### config.mk
export PLATFORM = sky130hd
export DESIGN_NAME = ph_reg3_sync_flat
export DESIGN_NICKNAME = d
export VERILOG_FILES = /design/src/rtl/ph_reg3_sync_if.sv /design/src/rtl/ph_reg3_sync.sv /design/src/flat_wrapper.sv
export SDC_FILE = /design/constraint.sdc
export NUM_CORES = 1
export LEC_CHECK = 0
export ABC_AREA = 1
export ABC_CLOCK_PERIOD_IN_PS = 1540
export BUFFER_PORTS_ARGS = -buffer_cell sky130_fd_sc_hd__clkbuf_2
export CORE_UTILIZATION = 47
export DETAILED_ROUTE_END_ITERATION = 16
export PLACE_DENSITY = 0.81
export SLEW_MARGIN = 20
export SYNTH_ARGS = -nofsm -noshare
export SYNTH_HDL_FRONTEND = slang
export SYNTH_SLANG_ARGS = --single-unit
### constraint.sdc
create_clock -name h_phi2 -period 1.54 [get_ports h_phi2]
set_clock_uncertainty 0.1 [all_clocks]
set_input_delay 0.154 -clock h_phi2 [delete_from_list [all_inputs] [get_ports h_phi2]]
set_output_delay 0.154 -clock h_phi2 [all_outputs]
set_load 0.05 [all_outputs]
### src/rtl/ph_reg3_sync_if.sv
// Bus bundle for the register-3 parasite-to-host FIFO.
// The error-flag signals exist only when PH_REG3_ERROR_FLAGS_EN is defined.
interface ph_reg3_sync_if #(
    parameter int DATA_W = 8
);
    logic              one_byte_mode;
    logic              p_selectData;
    logic              p_we;
    logic [DATA_W-1:0] p_data;
    logic              h_selectData;
    logic              h_rdnw;
    logic [DATA_W-1:0] h_data;
    logic              h_data_available;
    logic              h_two_bytes_available;
    logic              p_full;

`ifdef PH_REG3_ERROR_FLAGS_EN
    logic err_clr;
    logic p_overrun;
    logic h_underrun;

    modport master (
        output one_byte_mode, p_selectData, p_we, p_data, h_selectData, h_rdnw, err_clr,
        input  h_data, h_data_available, h_two_bytes_available, p_full, p_overrun, h_underrun
    );

    modport slave (
        input  one_byte_mode, p_selectData, p_we, p_data, h_selectData, h_rdnw, err_clr,
        output h_data, h_data_available, h_two_bytes_available, p_full, p_overrun, h_underrun
    );
`else
    modport master (
        output one_byte_mode, p_selectData, p_we, p_data, h_selectData, h_rdnw,
        input  h_data, h_data_available, h_two_bytes_available, p_full
    );

    modport slave (
        input  one_byte_mode, p_selectData, p_we, p_data, h_selectData, h_rdnw,
        output h_data, h_data_available, h_two_bytes_available, p_full
    );
`endif
endinterface

### src/rtl/ph_reg3_sync.sv
// Two-byte parasite-to-host FIFO for register 3, single clock, updates on falling h_phi2.
// Define PH_REG3_ERROR_FLAGS_EN to add sticky overrun/underrun flags with err_clr.
module ph_reg3_sync #(
    parameter int DATA_W = 8
) (
    input logic           h_phi2,
    input logic           h_rst_b,
    ph_reg3_sync_if.slave bus
);

    typedef enum logic [2:0] {
        EMPTY,
        FILL1,
        FULL2,
        DRAIN1,
        ONE
    } state_t;

    state_t            r_state;
    logic [DATA_W-1:0] r_byte0;
    logic [DATA_W-1:0] r_byte1;
    logic              r_mode;

    logic w_wr;
    logic w_rd;
    logic w_flush;

    assign w_wr    = bus.p_selectData & bus.p_we;
    assign w_rd    = bus.h_selectData & bus.h_rdnw;
    assign w_flush = r_mode != bus.one_byte_mode;

    // A mode change flushes to EMPTY and overrides any access on that edge.
    always_ff @(negedge h_phi2 or negedge h_rst_b) begin
        if (!h_rst_b) begin
            r_state <= EMPTY;
            r_byte0 <= '0;
            r_byte1 <= '0;
            r_mode  <= 1'b0;
        end else begin
            r_mode <= bus.one_byte_mode;
            if (w_flush) begin
                r_state <= EMPTY;
            end else if (r_mode) begin
                case (r_state)
                    EMPTY: begin
                        if (w_wr) begin
                            r_byte0 <= bus.p_data;
                            r_state <= ONE;
                        end
                    end
                    ONE: begin
                        if (w_wr) begin
                            r_byte0 <= bus.p_data;
                        end else if (w_rd) begin
                            r_state <= EMPTY;
                        end
                    end
                    default: r_state <= EMPTY;
                endcase
            end else begin
                case (r_state)
                    EMPTY: begin
                        if (w_wr) begin
                            r_byte0 <= bus.p_data;
                            r_state <= FILL1;
                        end
                    end
                    FILL1: begin
                        if (w_wr) begin
                            r_byte1 <= bus.p_data;
                            r_state <= FULL2;
                        end
                    end
                    FULL2: begin
                        if (w_rd) r_state <= DRAIN1;
                    end
                    DRAIN1: begin
                        if (w_rd) r_state <= EMPTY;
                    end
                    default: r_state <= EMPTY;
                endcase
            end
        end
    end

    assign bus.h_data                = (r_state == DRAIN1) ? r_byte1 : r_byte0;
    assign bus.h_data_available      = (r_state == FULL2) || (r_state == DRAIN1) || (r_state == ONE);
    assign bus.p_full                = (r_state == FULL2) || (r_state == DRAIN1) || (r_state == ONE);
    assign bus.h_two_bytes_available = (r_state == FULL2) && !bus.one_byte_mode;

`ifdef PH_REG3_ERROR_FLAGS_EN
    logic w_ovr_set;
    logic w_und_set;
    logic r_p_overrun;
    logic r_h_underrun;

    assign w_ovr_set = w_wr && !w_flush && !r_mode && ((r_state == FULL2) || (r_state == DRAIN1));
    assign w_und_set = w_rd && !w_flush && ((r_state == EMPTY) || (r_state == FILL1));

    // A set on the same edge as err_clr takes priority.
    always_ff @(negedge h_phi2 or negedge h_rst_b) begin
        if (!h_rst_b) begin
            r_p_overrun  <= 1'b0;
            r_h_underrun <= 1'b0;
        end else begin
            if (w_ovr_set) begin
                r_p_overrun <= 1'b1;
            end else if (bus.err_clr) begin
                r_p_overrun <= 1'b0;
            end
            if (w_und_set) begin
                r_h_underrun <= 1'b1;
            end else if (bus.err_clr) begin
                r_h_underrun <= 1'b0;
            end
        end
    end

    assign bus.p_overrun  = r_p_overrun;
    assign bus.h_underrun = r_h_underrun;
`endif

endmodule

### src/flat_wrapper.sv
// flat-port wrapper written by rule: the top's interface ports become plain ports
module ph_reg3_sync_flat 
#(
    parameter int DATA_W = 8
)
  (h_phi2, h_rst_b, bus_one_byte_mode, bus_p_selectData, bus_p_we, bus_p_data, bus_h_selectData, bus_h_rdnw, bus_h_data, bus_h_data_available, bus_h_two_bytes_available, bus_p_full);
  ph_reg3_sync_if #(.DATA_W(DATA_W)) bus_i ();
  input logic h_phi2;
  input logic h_rst_b;
  input wire logic [$bits(bus_i.one_byte_mode)-1:0] bus_one_byte_mode;
  input wire logic [$bits(bus_i.p_selectData)-1:0] bus_p_selectData;
  input wire logic [$bits(bus_i.p_we)-1:0] bus_p_we;
  input wire logic [$bits(bus_i.p_data)-1:0] bus_p_data;
  input wire logic [$bits(bus_i.h_selectData)-1:0] bus_h_selectData;
  input wire logic [$bits(bus_i.h_rdnw)-1:0] bus_h_rdnw;
  output wire logic [$bits(bus_i.h_data)-1:0] bus_h_data;
  output wire logic [$bits(bus_i.h_data_available)-1:0] bus_h_data_available;
  output wire logic [$bits(bus_i.h_two_bytes_available)-1:0] bus_h_two_bytes_available;
  output wire logic [$bits(bus_i.p_full)-1:0] bus_p_full;
  assign bus_i.one_byte_mode = bus_one_byte_mode;
  assign bus_i.p_selectData = bus_p_selectData;
  assign bus_i.p_we = bus_p_we;
  assign bus_i.p_data = bus_p_data;
  assign bus_i.h_selectData = bus_h_selectData;
  assign bus_i.h_rdnw = bus_h_rdnw;
  assign bus_h_data = bus_i.h_data;
  assign bus_h_data_available = bus_i.h_data_available;
  assign bus_h_two_bytes_available = bus_i.h_two_bytes_available;
  assign bus_p_full = bus_i.p_full;
  ph_reg3_sync #(.DATA_W(DATA_W)) u_core (.h_phi2(h_phi2), .h_rst_b(h_rst_b), .bus(bus_i));
endmodule
== Yosys cells after proc, flatten, opt, wreduce, memory -nomap -nowiden ==
Index checks and enable logic that the tools add are counted.
Cells by class
  muxes and demuxes: 15
  order comparisons: 0
  eq/ne operators: 10
  multiply operators: 0
  div/mod/pow operators: 0
  bitwise gates (word level): 4
  shift-type cells: 0
  reductions and logical operators: 10
  $add $sub $neg: 0
Operators with widths (count)
  $mux 8: 5
  $mux 3: 8
  $pmux 3 s4: 1
  $ne 4x1->1 const B: 2
  $reduce_and 4->1: 2
  $eq 3x2->1 const B: 2
  $pmux 3 s2: 1
  $ne 4x4->1 const B: 1
  $eq 3x1->1 const B: 1
  $eq 3x3->1 const B: 1
  $logic_not 3->1: 1
  $ne 3x1->1 const B: 1
  $reduce_and 3->1: 1
  $and 1x1->1: 2
  $logic_or 1x1->1: 2
  $ne 2x2->1 const B: 1
  $not 1->1: 2
  $reduce_bool 2->1: 1
  $reduce_or 2->1: 1
  $logic_and 1x1->1: 1
  $logic_not 1->1: 1
  $ne 1x1->1: 1
Storage, ports and cells
  bits in writable memories: 0
  word-level logic and storage cells: 43
  flip-flop bits (word level): 20
  memories: 0
  memory bits (read-only): 0
  input bits: 15
  latch bits: 0
  output and inout port bits: 11

== Longest topological paths before layout ==
Gate-level depths: netlist (run 1).
  depth in word-level cells: 6
  gate-level depth with buffers: 8
  gate-level depth less buffers: 7

==> summary.json, run 1 <==
{
  "tritonroute_pass_1_iters": 4,
  "viasPerCell": 5.65,
  "leakagePower_nw": 0.976,
  "cellPowerDensity_nw_per_um2": 1090,
  "synth_area_leaders": "sky130_fd_sc_hd__dfrtn_1 46%, sky130_fd_sc_hd__o21ai_2 13%, sky130_fd_sc_hd__nand2_1 9.2%",
  "setup_slack_ns": -1.07,
  "peakVddDrop_mv": 1.02,
  "hpwlAfterDp_mm": 1.82,
  "clkLatencyLatePin_ns": 0.31,
  "synth.top_cells.by_count": "27 x sky130_fd_sc_hd__nand2_1, 20 x sky130_fd_sc_hd__dfrtn_1, 16 x sky130_fd_sc_hd__o21ai_2, 15 x sky130_fd_sc_hd__inv_1, 9 x sky130_fd_sc_hd__nor2_1",
  "ys_seq_elements": 20,
  "asyncSetResetFlopFracSynth_pct": 100,
  "synth_enable_flop_cells": 0,
  "syn_nets": 135,
  "timing.critical_path.slowest_stage_cell": "sky130_fd_sc_hd__dfrtn_1",
  "postLayoutCellArea_um2": 1930,
  "nets": 202,
  "clock_sink_count": 20,
  "filler_cells": 100,
  "first_global_vias": 1169,
  "maxCapViolations": 0,
  "rsz0062_at_grt": "yes",
  "clock_path_buffers": 2,
  "synth_top_flop_cell": "sky130_fd_sc_hd__dfrtn_1",
  "worst-endpoint-required_ns": 1.29,
  "ant_nets": 0,
  "area_of_combinational_cells_with_multiple_inputs_um2": 691,
  "holdCritPathClass": "input pin to asynchronous set/reset pin",
  "grt_start_max_net_pins": 21,
  "critPathKind": "register to output port",
  "final.setup.tns_ns": -12.77,
  "cts.root.buffer_cell": "sky130_fd_sc_hd__clkbuf_4",
  "endpoint_kind": "output port",
  "cell_with_the_most_instances_after_synthesis": "sky130_fd_sc_hd__nand2_1",
  "postLayoutCoreUtil_pct": 87.3,
  "dp.cells": 192,
  "core-area_um2": 2210,
  "tightest_slew_margin_relative_to_the_limit_pct": 78.7,
  "floorplan.io_pins": 26,
  "clk_transition_reported_paths_ns": 0.08,
  "track_usage_pct": 29.1,
  "timing.final.hold_violations": 0,
  "crit_path_max_fanout": 8,
  "drc_errors": 0,
  "synthesis.yosys.warnings": 0,
  "worst_setup_path_start_kind": "register",
  "synth_area_per_cell_um2": 9.24,
  "layout-drive-gt1-share_pct": 69.2,
  "timing.critical_path.max_delay_family": "flip-flops",
  "violations_in_the_final_reports": "negative setup slack",
  "synth_cell_types": 18,
  "finalWeightedCongestion": 0.849,
  "hold_buffers": 0,
  "cts_inserted_buffers": 3,
  "grt_overflow": 0,
  "worst_pin_slew_ns": 0.316,
  "syn2layout_area_growth_pct": 75.5,
  "cts_tree": "yes",
  "antenna_found_initial": 0,
  "quantity_of_i_o_buffers_inserted_on_ports": 25,
  "run_status": "complete, but fails checks",
  "synth_area_um2": 1100,
  "synth_largest_type_area_fraction_pct": 45.5,
  "drt_first_iter_violations": 36,
  "register_area_um2": 500,
  "effective_utilization_at_floorplan_pct": 49.7,
  "path_buf_inv": 2,
  "num_rows": 17,
  "synthCells": 119,
  "max_stage_delay_ns": 0.44,
  "design.die.area_um2": 2540,
  "setup_viol": 30,
  "area_post_placement_um2": 1520,
  "ys_seq_area_share_pct": 45.5,
  "htree_num_levels": 1,
  "n_antenna_cell": 0,
  "die_width_um": 50.4,
  "arrival_ns": 2.36,
  "report.power.total_w": 0.00211,
  "worstPathCellList": "inv_2 > nor2_4 > nand2_4 > mux2_4 > clkbuf_16",
  "number_of_standard_cells_in_the_layout_taps_in_and_fillers_out": 213,
  "slew_violations": 0,
  "synth.largest_area_cell": "sky130_fd_sc_hd__dfrtn_1",
  "num_vias": 1204,
  "grt_pass1_wl_mm": 5.29,
  "die_y_um": 50.4,
  "postRouteWirelength_mm": 4.07,
  "routedWlPerCell_um": 19.1
}
-- area by class of cell --
cell class / count / area share [%]
clock buffer: 4 / 1.88
inverter: 16 / 4.41
multi-input combinational: 82 / 35.8
sequential: 20 / 25.9
tap: 28 / 1.81
timing repair buffer: 63 / 30.2
-- worst register-to-register path, cell delays in order (launching register included) --
cell                      delay, ns
sky130_fd_sc_hd__dfrtn_1       0.37
sky130_fd_sc_hd__buf_4         0.15
sky130_fd_sc_hd__nor2_1        0.16
sky130_fd_sc_hd__buf_4         0.16
sky130_fd_sc_hd__nand2_1       0.11
sky130_fd_sc_hd__buf_4         0.16
sky130_fd_sc_hd__nor2_1        0.10
sky130_fd_sc_hd__nor2_1        0.08
sky130_fd_sc_hd__nand4_1       0.10
sky130_fd_sc_hd__nand2_1       0.07
-- kinds of logic after synthesis --
family	synth area share (%)
AOI/OAI and AO/OA	14.6
muxes	8.19
adders and majority gates	1.14
DFF	45.5
and+or+nand+nor	22.4
buffers and inverters	8.19
-- flip-flops by register name, summed over array words and instances, names as in the netlist --
name,flops
u_core.r_mode,1
u_core.r_byte1,8
u_core.r_state,3
u_core.r_byte0,8
-- layout by cell type (no fill, tap or decap), drive strengths merged --
cell    synthesis  routed
nand2          30      30
a21oi           2       2
ha              1       1
nor2           10      10
mux2            8       8
buf             3      46
inv            16      16
o21ai          18      18
dfrtn          20      20
or3             1       1
clkbuf          0      21
nand3           6       8
nand4           4       4
-- through the flow --
stage          hold slack, ns  worst slack (ns)
5_1_grt                 0.318             -1.09
2_1_floorplan           0.267            -0.618
3_5_place_dp            0.335            -0.774
6_report                0.311             -1.07
4_1_cts                 0.318             -1.03
3_3_place_gp            0.325            -0.742
-- worst paths after layout --
| path | from | end | slack [ns] | depth (start not counted) |
|---|---|---|---|---|
| max in group asynchronous | h_rst_b | u_core.r_byte1[5] | 0.87 | 2 |
| min | h_rst_b | u_core.r_byte0[4] | 0.31 | 2 |
| min in group h_phi2 | u_core.r_byte0[4] | u_core.r_byte0[4] | 0.35 | 2 |
| max | u_core.r_state[1] | bus_h_data[5] | -1.07 | 5 |
| max reg2reg | u_core.r_state[1] | u_core.r_state[0] | -0.16 | 9 |
| min reg2reg | u_core.r_byte0[4] | u_core.r_byte0[4] | 0.35 | 2 |
-- power by group --
part	leakage, nW	internal (W)	total [W]	switching, W
Clock	0.0210	0.000145	0.000330	0.000186
Sequential	0.261	0.000638	0.000720	0.0000825
Combinational	0.694	0.000494	0.00106	0.000564
Total	0.976	0.00128	0.00211	0.000832
-- routing by layer --
metal / track usage [%] / part of all wire, % / up-vias
met5: 0 / 0 / -
met4: 13.4 / 3.5 / 0
met3: 4.55 / 5.0 / 17
met2: 52.4 / 53 / 53
met1: 33.3 / 39 / 606
li1: - / - / 528
-- what timing repair did --
action | in CTS | in global routing
endpoints found under the setup margin | 30 | 30
pin swaps | 9 | 8
gates cloned | 2 | 0
gates resized for setup | 43 | 23
setup buffers | 9 | 9
Note: power is estimated with default switching activity, not from simulation.
==> run 2: changes to the inputs <==
PLACE_DENSITY = 0.74   (was 0.81)
==> summary.json, run 2 (synthesized netlist as in run 1, its figures left out) <==
{
  "num_vias": {"value": 1143, "change": "was 1204"},
  "postLayoutCoreUtil": {"value": 88.8, "unit": "%", "change": "was 87.3%"},
  "area_post_placement": {"value": 1580, "unit": "um2", "change": "was 1520 um2"},
  "drc_errors": {"value": 0, "change": "unchanged"},
  "filler_cells": {"value": 98, "change": "was 100"},
  "max_stage_delay": {"value": 0.44, "unit": "ns", "change": "about the same"},
  "effective_utilization_at_floorplan": {"value": 49.7, "unit": "%", "change": "unchanged"},
  "clk_transition_reported_paths": {"value": 0.09, "unit": "ns", "change": "was 0.08 ns"},
  "holdCritPathClass": {"value": "input pin to asynchronous set/reset pin", "change": "unchanged"},
  "tightest_slew_margin_relative_to_the_limit": {"value": 65.8, "unit": "%", "change": "was 78.7%"},
  "run_status": {"value": "complete, but fails checks", "change": "unchanged"},
  "num_rows": {"value": 17, "change": "unchanged"},
  "hpwlAfterDp": {"value": 2.09, "unit": "mm", "change": "was 1.82 mm"},
  "finalWeightedCongestion": {"value": 0.819, "change": "was 0.849"},
  "crit_path_max_fanout": {"value": 8, "change": "unchanged"},
  "area_of_combinational_cells_with_multiple_inputs": {"value": 721, "unit": "um2", "change": "was 691 um2"},
  "die_width": {"value": 50.4, "unit": "um", "change": "unchanged"},
  "worst_pin_slew": {"value": 0.514, "unit": "ns", "change": "was 0.316 ns"},
  "reg_top3": {"value": "u_core.r_byte0 x8, u_core.r_byte1 x8, u_core.r_state x3", "change": "unchanged"},
  "timing.final.hold_violations": {"value": 0, "change": "unchanged"},
  "track_usage": {"value": 29.9, "unit": "%", "change": "was 29.1%"},
  "layout_common_cells": {"value": "31 x sky130_fd_sc_hd__buf_4, 20 x sky130_fd_sc_hd__nand2_2, 20 x sky130_fd_sc_hd__dfrtn_1", "change": "was 32 x sky130_fd_sc_hd__buf_4, 20 x sky130_fd_sc_hd__dfrtn_1, 18 x sky130_fd_sc_hd__nand2_2"},
  "antenna_found_initial": {"value": 0, "change": "unchanged"},
  "dp_worst_setup_slack": {"value": -0.775, "unit": "ns", "change": "was -0.774 ns"},
  "arrival": {"value": 2.35, "unit": "ns", "change": "was 2.36 ns"},
  "worst-endpoint-required": {"value": 1.29, "unit": "ns", "change": "about the same"},
  "grt_start_max_net_pins": {"value": 21, "change": "unchanged"},
  "leakagePower": {"value": 0.988, "unit": "nW", "change": "was 0.976 nW"},
  "clock_sink_count": {"value": 20, "change": "unchanged"},
  "slew_violations": {"value": 0, "change": "unchanged"},
  "htree_num_levels": {"value": 1, "change": "unchanged"},
  "syn2layout_area_growth": {"value": 78.6, "unit": "%", "change": "was 75.5%"},
  "grt_overflow": {"value": 0, "change": "unchanged"},
  "worstPathCellList": {"value": "inv_2 > nor2_4 > nand2_4 > mux2_4 > clkbuf_8", "change": "was inv_2 > nor2_4 > nand2_4 > mux2_4 > clkbuf_16"},
  "n_antenna_cell": {"value": 0, "change": "unchanged"},
  "setup_viol": {"value": 30, "change": "unchanged"},
  "die_y": {"value": 50.4, "unit": "um", "change": "unchanged"},
  "clkLatencyLatePin": {"value": 0.31, "unit": "ns", "change": "about the same"},
  "timing.critical_path.slowest_stage_cell": {"value": "sky130_fd_sc_hd__dfrtn_1", "change": "unchanged"},
  "register_area": {"value": 500, "unit": "um2", "change": "unchanged"},
  "worst_setup_path_start_kind": {"value": "register", "change": "unchanged"},
  "postRouteWirelength": {"value": 3.73, "unit": "mm", "change": "was 4.07 mm"},
  "layout-drive-gt1-share": {"value": 73.7, "unit": "%", "change": "was 69.2%"},
  "floorplan.io_pins": {"value": 26, "change": "unchanged"},
  "violations_in_the_final_reports": {"value": "negative setup slack", "change": "unchanged"},
  "tritonroute_pass_1_iters": {"value": 4, "change": "unchanged"},
  "setup_slack": {"value": -1.06, "unit": "ns", "change": "was -1.07 ns"},
  "cts.root.buffer_cell": {"value": "sky130_fd_sc_hd__clkbuf_4", "change": "unchanged"},
  "cts_inserted_buffers": {"value": 3, "change": "unchanged"},
  "cts_tree": {"value": "yes", "change": "unchanged"},
  "endpoint_kind": {"value": "output port", "change": "unchanged"},
  "postLayoutCellArea": {"value": 1960, "unit": "um2", "change": "was 1930 um2"},
  "grt_pass1_wl": {"value": 5.35, "unit": "mm", "change": "was 5.29 mm"},
  "clock_path_buffers": {"value": 2, "change": "unchanged"},
  "peakVddDrop": {"value": 1.01, "unit": "mV", "change": "was 1.02 mV"},
  "cellPowerDensity": {"value": 1050, "unit": "nW/um2", "change": "was 1090 nW/um2"},
  "first_global_vias": {"value": 1141, "change": "was 1169"},
  "critPathKind": {"value": "register to output port", "change": "unchanged"},
  "core-area": {"value": 2210, "unit": "um2", "change": "unchanged"},
  "quantity_of_i_o_buffers_inserted_on_ports": {"value": 25, "change": "unchanged"},
  "design.die.area": {"value": 2540, "unit": "um2", "change": "unchanged"},
  "nets": {"value": 203, "change": "was 202"},
  "maxCapViolations": {"value": 0, "change": "unchanged"},
  "drt_first_iter_violations": {"value": 35, "change": "was 36"},
  "rsz0062_at_grt": {"value": "yes", "change": "unchanged"},
  "layout.cells.most_common": {"value": "sky130_fd_sc_hd__buf_4", "change": "unchanged"},
  "routedWlPerCell": {"value": 17.4, "unit": "um", "change": "was 19.1 um"},
  "viasPerCell": {"value": 5.34, "change": "was 5.65"},
  "ant_nets": {"value": 0, "change": "unchanged"},
  "final.setup.tns": {"value": -13.09, "unit": "ns", "change": "was -12.77 ns"}
}
run 2: cell count changes in the layout (fill, tap and decap cells not counted), moves of 2 or more:
cell | previous run | this run
sky130_fd_sc_hd__buf_6 | 4 | 8
sky130_fd_sc_hd__buf_8 | 9 | 2
sky130_fd_sc_hd__clkbuf_8 | 3 | 8
sky130_fd_sc_hd__nand2_1 | 9 | 5
sky130_fd_sc_hd__nand2_2 | 18 | 20
sky130_fd_sc_hd__nand2_4 | 3 | 5
sky130_fd_sc_hd__nor2_1 | 7 | 4
sky130_fd_sc_hd__nor2_4 | 3 | 5
run 2: cell type report:
| cell class | instances | area share [%] |
|---|---|---|
| repair buffers | 64 | 29.7 |
| flip-flops and latches | 20 | 25.5 |
| inverters | 16 | 4.46 |
| well taps | 28 | 1.78 |
| multi-input cells | 82 | 36.7 |
| clock buffers | 4 | 1.85 |
run 2: critical path, delay by kind of cell (launching register included):
kind	cells	cell delay, ns
flip-flops	1	0.44
multiplexers	1	0.34
AND/OR/NAND/NOR	2	0.25
buffers and inverters	2	0.24
run 2: per-stage QoR:
stage | power (W) | hold WS [ns] | instances
2_1_floorplan | 0.00125 | 0.267 | 119
3_3_place_gp | 0.00144 | 0.326 | 200
3_5_place_dp | 0.00148 | 0.337 | 200
4_1_cts | 0.00197 | 0.340 | 212
5_1_grt | 0.00214 | 0.362 | 214
6_report | 0.00207 | 0.340 | 214
run 2: what timing repair did:
action | 4_1_cts | 5_1_grt
cloned | 2 | 0
resized for setup | 40 | 31
hold buffers | 0 | 0
buffers inserted | 7 | 6
endpoints found under the setup margin | 30 | 30
pin swaps | 10 | 12
run 2: worst paths after layout:
| kind | startpoint | to | slack (ns) | cells after the start |
|---|---|---|---|---|
| setup / recovery | u_core.r_state[1] | bus_h_data[5] | -1.06 | 5 |
| hold / removal | h_rst_b | u_core.r_byte1[1] | 0.34 | 1 |
| setup reg to reg | u_core.r_state[0] | u_core.r_state[0] | -0.17 | 7 |
| hold reg to reg | u_core.r_byte0[7] | u_core.r_byte0[7] | 0.34 | 2 |
| max in group asynchronous | h_rst_b | u_core.r_byte0[2] | 0.61 | 1 |
| min in group h_phi2 | u_core.r_byte0[7] | u_core.r_byte0[7] | 0.34 | 2 |
run 2: routing by layer:
layer	GRT usage, %	vias up	wire [um]
li1	-	530	-
met1	31.4	556	1390
met2	54.9	47	2060
met3	6.67	10	212
met4	15.7	0	67
met5	0	-	0
run 2: where the power goes:
group	leakage [nW]	total [W]	switching (W)	internal, W
Clock	0.0210	0.000327	0.000183	0.000144
Combinational	0.706	0.00101	0.000540	0.000475
Sequential	0.261	0.000726	0.0000886	0.000638
Total	0.988	0.00207	0.000811	0.00126
==> run 3: changes to the inputs <==
ABC_AREA = not set   (was 1)
==> summary.json, run 3 <==
{
  "number_of_standard_cells_in_the_layout_taps_in_and_fillers_out": {"value": 154, "change": "was 214"},
  "worst_pin_slew": {"value": 0.259, "unit": "ns", "change": "was 0.514 ns"},
  "clk_transition_reported_paths": {"value": 0.08, "unit": "ns", "change": "was 0.09 ns"},
  "clkLatencyLatePin": {"value": 0.31, "unit": "ns", "change": "about the same"},
  "peakVddDrop": {"value": 0.913, "unit": "mV", "change": "was 1.01 mV"},
  "endpoint_kind": {"value": "output port", "change": "unchanged"},
  "htree_num_levels": {"value": 1, "change": "unchanged"},
  "synth_area_per_cell": {"value": 13.1, "unit": "um2", "change": "was 9.24 um2"},
  "synth_area_leaders": {"value": "sky130_fd_sc_hd__dfrtn_1 45%, sky130_fd_sc_hd__mux2_2 15%, sky130_fd_sc_hd__mux2_4 12%", "change": "was sky130_fd_sc_hd__dfrtn_1 46%, sky130_fd_sc_hd__o21ai_2 13%, sky130_fd_sc_hd__nand2_1 9.2%"},
  "layout.cells.most_common": {"value": "sky130_fd_sc_hd__dfrtn_1", "change": "was sky130_fd_sc_hd__buf_4"},
  "drt_first_iter_violations": {"value": 8, "change": "was 35"},
  "synth_area": {"value": 1100, "unit": "um2", "change": "about the same"},
  "timing.final.hold_violations": {"value": 0, "change": "unchanged"},
  "syn_nets": {"value": 100, "change": "was 135"},
  "die_width": {"value": 50.4, "unit": "um", "change": "about the same"},
  "rsz0062_at_grt": {"value": "yes", "change": "unchanged"},
  "cell_with_the_most_instances_after_synthesis": {"value": "sky130_fd_sc_hd__dfrtn_1", "change": "was sky130_fd_sc_hd__nand2_1"},
  "core-area": {"value": 2210, "unit": "um2", "change": "unchanged"},
  "worst_setup_path_start_kind": {"value": "register", "change": "unchanged"},
  "first_global_vias": {"value": 857, "change": "was 1141"},
  "run_status": {"value": "complete, but fails checks", "change": "unchanged"},
  "die_y": {"value": 50.4, "unit": "um", "change": "about the same"},
  "critPathKind": {"value": "register to output port", "change": "unchanged"},
  "asyncSetResetFlopFracSynth": {"value": 100, "unit": "%", "change": "unchanged"},
  "slew_violations": {"value": 0, "change": "unchanged"},
  "clock_sink_count": {"value": 20, "change": "unchanged"},
  "n_antenna_cell": {"value": 0, "change": "unchanged"},
  "num_vias": {"value": 834, "change": "was 1143"},
  "violations_in_the_final_reports": {"value": "negative setup slack", "change": "unchanged"},
  "hpwlAfterDp": {"value": 1.60, "unit": "mm", "change": "was 2.09 mm"},
  "setup_slack": {"value": -1.14, "unit": "ns", "change": "was -1.06 ns"},
  "synth_top_flop_cell": {"value": "sky130_fd_sc_hd__dfrtn_1", "change": "unchanged"},
  "ys_seq_elements": {"value": 20, "change": "unchanged"},
  "synthesis.yosys.warnings": {"value": 0, "change": "unchanged"},
  "cts.root.buffer_cell": {"value": "sky130_fd_sc_hd__clkbuf_4", "change": "unchanged"},
  "arrival": {"value": 2.42, "unit": "ns", "change": "was 2.35 ns"},
  "grt_overflow": {"value": 0, "change": "unchanged"},
  "syn2layout_area_growth": {"value": 52.3, "unit": "%", "change": "was 78.6%"},
  "nets": {"value": 143, "change": "was 203"},
  "area_post_placement": {"value": 1400, "unit": "um2", "change": "was 1580 um2"},
  "postRouteWirelength": {"value": 2.53, "unit": "mm", "change": "was 3.73 mm"},
  "effective_utilization_at_floorplan": {"value": 49.8, "unit": "%", "change": "was 49.7%"},
  "holdCritPathClass": {"value": "input pin to asynchronous set/reset pin", "change": "unchanged"},
  "synth_enable_flop_cells": {"value": 0, "change": "unchanged"},
  "worst-endpoint-required": {"value": 1.29, "unit": "ns", "change": "about the same"},
  "track_usage": {"value": 23.0, "unit": "%", "change": "was 29.9%"},
  "dp.cells": {"value": 148, "change": "was 200"},
  "layout_common_cells": {"value": "20 x sky130_fd_sc_hd__dfrtn_1, 14 x sky130_fd_sc_hd__mux2_4, 14 x sky130_fd_sc_hd__buf_4", "change": "was 31 x sky130_fd_sc_hd__buf_4, 20 x sky130_fd_sc_hd__nand2_2, 20 x sky130_fd_sc_hd__dfrtn_1"},
  "design.die.area": {"value": 2540, "unit": "um2", "change": "about the same"},
  "maxCapViolations": {"value": 0, "change": "unchanged"},
  "cellPowerDensity": {"value": 1130, "unit": "nW/um2", "change": "was 1050 nW/um2"},
  "num_rows": {"value": 17, "change": "unchanged"},
  "postLayoutCellArea": {"value": 1680, "unit": "um2", "change": "was 1960 um2"},
  "grt_pass1_wl": {"value": 4.16, "unit": "mm", "change": "was 5.35 mm"},
  "tightest_slew_margin_relative_to_the_limit": {"value": 82.8, "unit": "%", "change": "was 65.8%"},
  "viasPerCell": {"value": 5.42, "change": "was 5.34"},
  "ant_nets": {"value": 0, "change": "unchanged"},
  "leakagePower": {"value": 0.818, "unit": "nW", "change": "was 0.988 nW"},
  "floorplan.io_pins": {"value": 26, "change": "unchanged"},
  "clock_path_buffers": {"value": 2, "change": "unchanged"},
  "tritonroute_pass_1_iters": {"value": 4, "change": "unchanged"},
  "reg_top3": {"value": "u_core.r_byte0 x8, u_core.r_byte1 x8, u_core.r_state x3", "change": "unchanged"},
  "synth_cell_types": {"value": 30, "change": "was 18"},
  "crit_path_max_fanout": {"value": 8, "change": "unchanged"},
  "synth.largest_area_cell": {"value": "sky130_fd_sc_hd__dfrtn_1", "change": "unchanged"},
  "quantity_of_i_o_buffers_inserted_on_ports": {"value": 25, "change": "unchanged"},
  "r2r_startpoint": {"value": "u_core.r_state[0]", "change": "unchanged"},
  "ys_seq_area_share": {"value": 45.4, "unit": "%", "change": "was 45.5%"},
  "antenna_found_initial": {"value": 0, "change": "unchanged"},
  "routedWlPerCell": {"value": 16.4, "unit": "um", "change": "was 17.4 um"},
  "synthCells": {"value": 84, "change": "was 119"},
  "drc_errors": {"value": 0, "change": "unchanged"},
  "cp-startpoint": {"value": "u_core.r_state[1]", "change": "unchanged"},
  "cts_inserted_buffers": {"value": 3, "change": "unchanged"},
  "layout-drive-gt1-share": {"value": 71.4, "unit": "%", "change": "was 73.7%"},
  "grt_start_max_net_pins": {"value": 21, "change": "unchanged"},
  "hold_buffers": {"value": 0, "change": "unchanged"},
  "cts_tree": {"value": "yes", "change": "unchanged"},
  "setup_viol": {"value": 29, "change": "was 30"},
  "finalWeightedCongestion": {"value": 0.795, "change": "was 0.819"},
  "synth.top_cells.by_count": {"value": "20 x sky130_fd_sc_hd__dfrtn_1, 15 x sky130_fd_sc_hd__mux2_2, 9 x sky130_fd_sc_hd__mux2_4, 5 x sky130_fd_sc_hd__nand2_1", "change": "was 27 x sky130_fd_sc_hd__nand2_1, 20 x sky130_fd_sc_hd__dfrtn_1, 16 x sky130_fd_sc_hd__o21ai_2, 15 x sky130_fd_sc_hd__inv_1, 9 x sky130_fd_sc_hd__nor2_1"},
  "synth_largest_type_area_fraction": {"value": 45.4, "unit": "%", "change": "was 45.5%"}
}
run 3: changes by cell type after synthesis, sizes merged, moves of 3 or more:
cell / delta
o21ai: -17
buf: +3
inv: -13
nand4: -4
mux2: +16
nand2: -24
nand3: -4
nor3: +4
nor2: -9
run 3: logic make-up after synthesis:
logic type / count (synthesis) / synth area share, %
adder cells (fa/ha/maj): 1 / 1.13
AO/OA/AOI/OAI: 11 / 7.15
flip-flops: 20 / 45.4
buffers and inverters: 9 / 6.36
AND/OR/NAND/NOR: 19 / 12.4
multiplexers: 24 / 27.6
run 3: path summary, 6_finish.rpt:
kind	endpoint	slack (ns)	cells after the start
min in group h_phi2	u_core.r_byte0[6]	0.35	1
min reg2reg	u_core.r_byte0[6]	0.35	1
max	bus_h_data[5]	-1.14	4
min	u_core.r_byte0[0]	0.31	2
max in group asynchronous	u_core.r_byte1[2]	0.86	2
max reg2reg	u_core.r_byte1[6]	-0.20	5
run 3: area by class of cell:
| class | count | area (um2) |
|---|---|---|
| multi-input cells | 55 | 643 |
| fillers | 147 | 533 |
| flip-flops and latches | 20 | 500 |
| repair buffers | 44 | 435 |
| clock buffers | 4 | 36.3 |
| well taps | 28 | 35.0 |
| inverters | 3 | 28.8 |
run 3: metrics by stage:
stage	power (W)	util, %	setup WS, ns	hold slack (ns)	setup TNS, ns
floorplan	0.00119	-	-0.826	0.309	-17.02
global placement	0.00134	63.3	-0.988	0.341	-23.35
detailed placement	0.00136	63.3	-1.06	0.352	-24.13
CTS	0.00184	73.9	-1.14	0.317	-17.80
global route	0.00198	75.9	-1.19	0.318	-18.61
finish	0.00190	75.9	-1.14	0.315	-17.34
run 3: metal layers:
layer / part of all wire, % / wire length (um) / track usage, % / vias up
li1: - / - / - / 385
met1: 42 / 1070 / 28.0 / 427
met2: 53 / 1340 / 38.7 / 17
met3: 3.3 / 84 / 5.15 / 5
met4: 1.7 / 43 / 9.72 / 0
met5: 0 / 0 / 0 / -
run 3: timing repair:
| action | 4_1_cts | 5_1_grt |
|---|---|---|
| pin swaps | 5 | 5 |
| setup buffers | 2 | 1 |
| endpoints found under the setup margin | 29 | 29 |
| gates resized for setup | 38 | 19 |
run 3: worst max-delay path, stage by stage (launching register included):
cell	delay, ns
sky130_fd_sc_hd__dfrtn_1	0.46
sky130_fd_sc_hd__nand2b_4	0.06
sky130_fd_sc_hd__or2_4	0.32
sky130_fd_sc_hd__mux2_4	0.33
sky130_fd_sc_hd__clkbuf_16	0.17
run 3: power by group:
group / internal [W] / total [W] / switching, W
logic: 0.000456 / 0.000893 / 0.000437
clock network: 0.000145 / 0.000321 / 0.000176
registers: 0.000630 / 0.000688 / 0.0000581
total: 0.00123 / 0.00190 / 0.000672
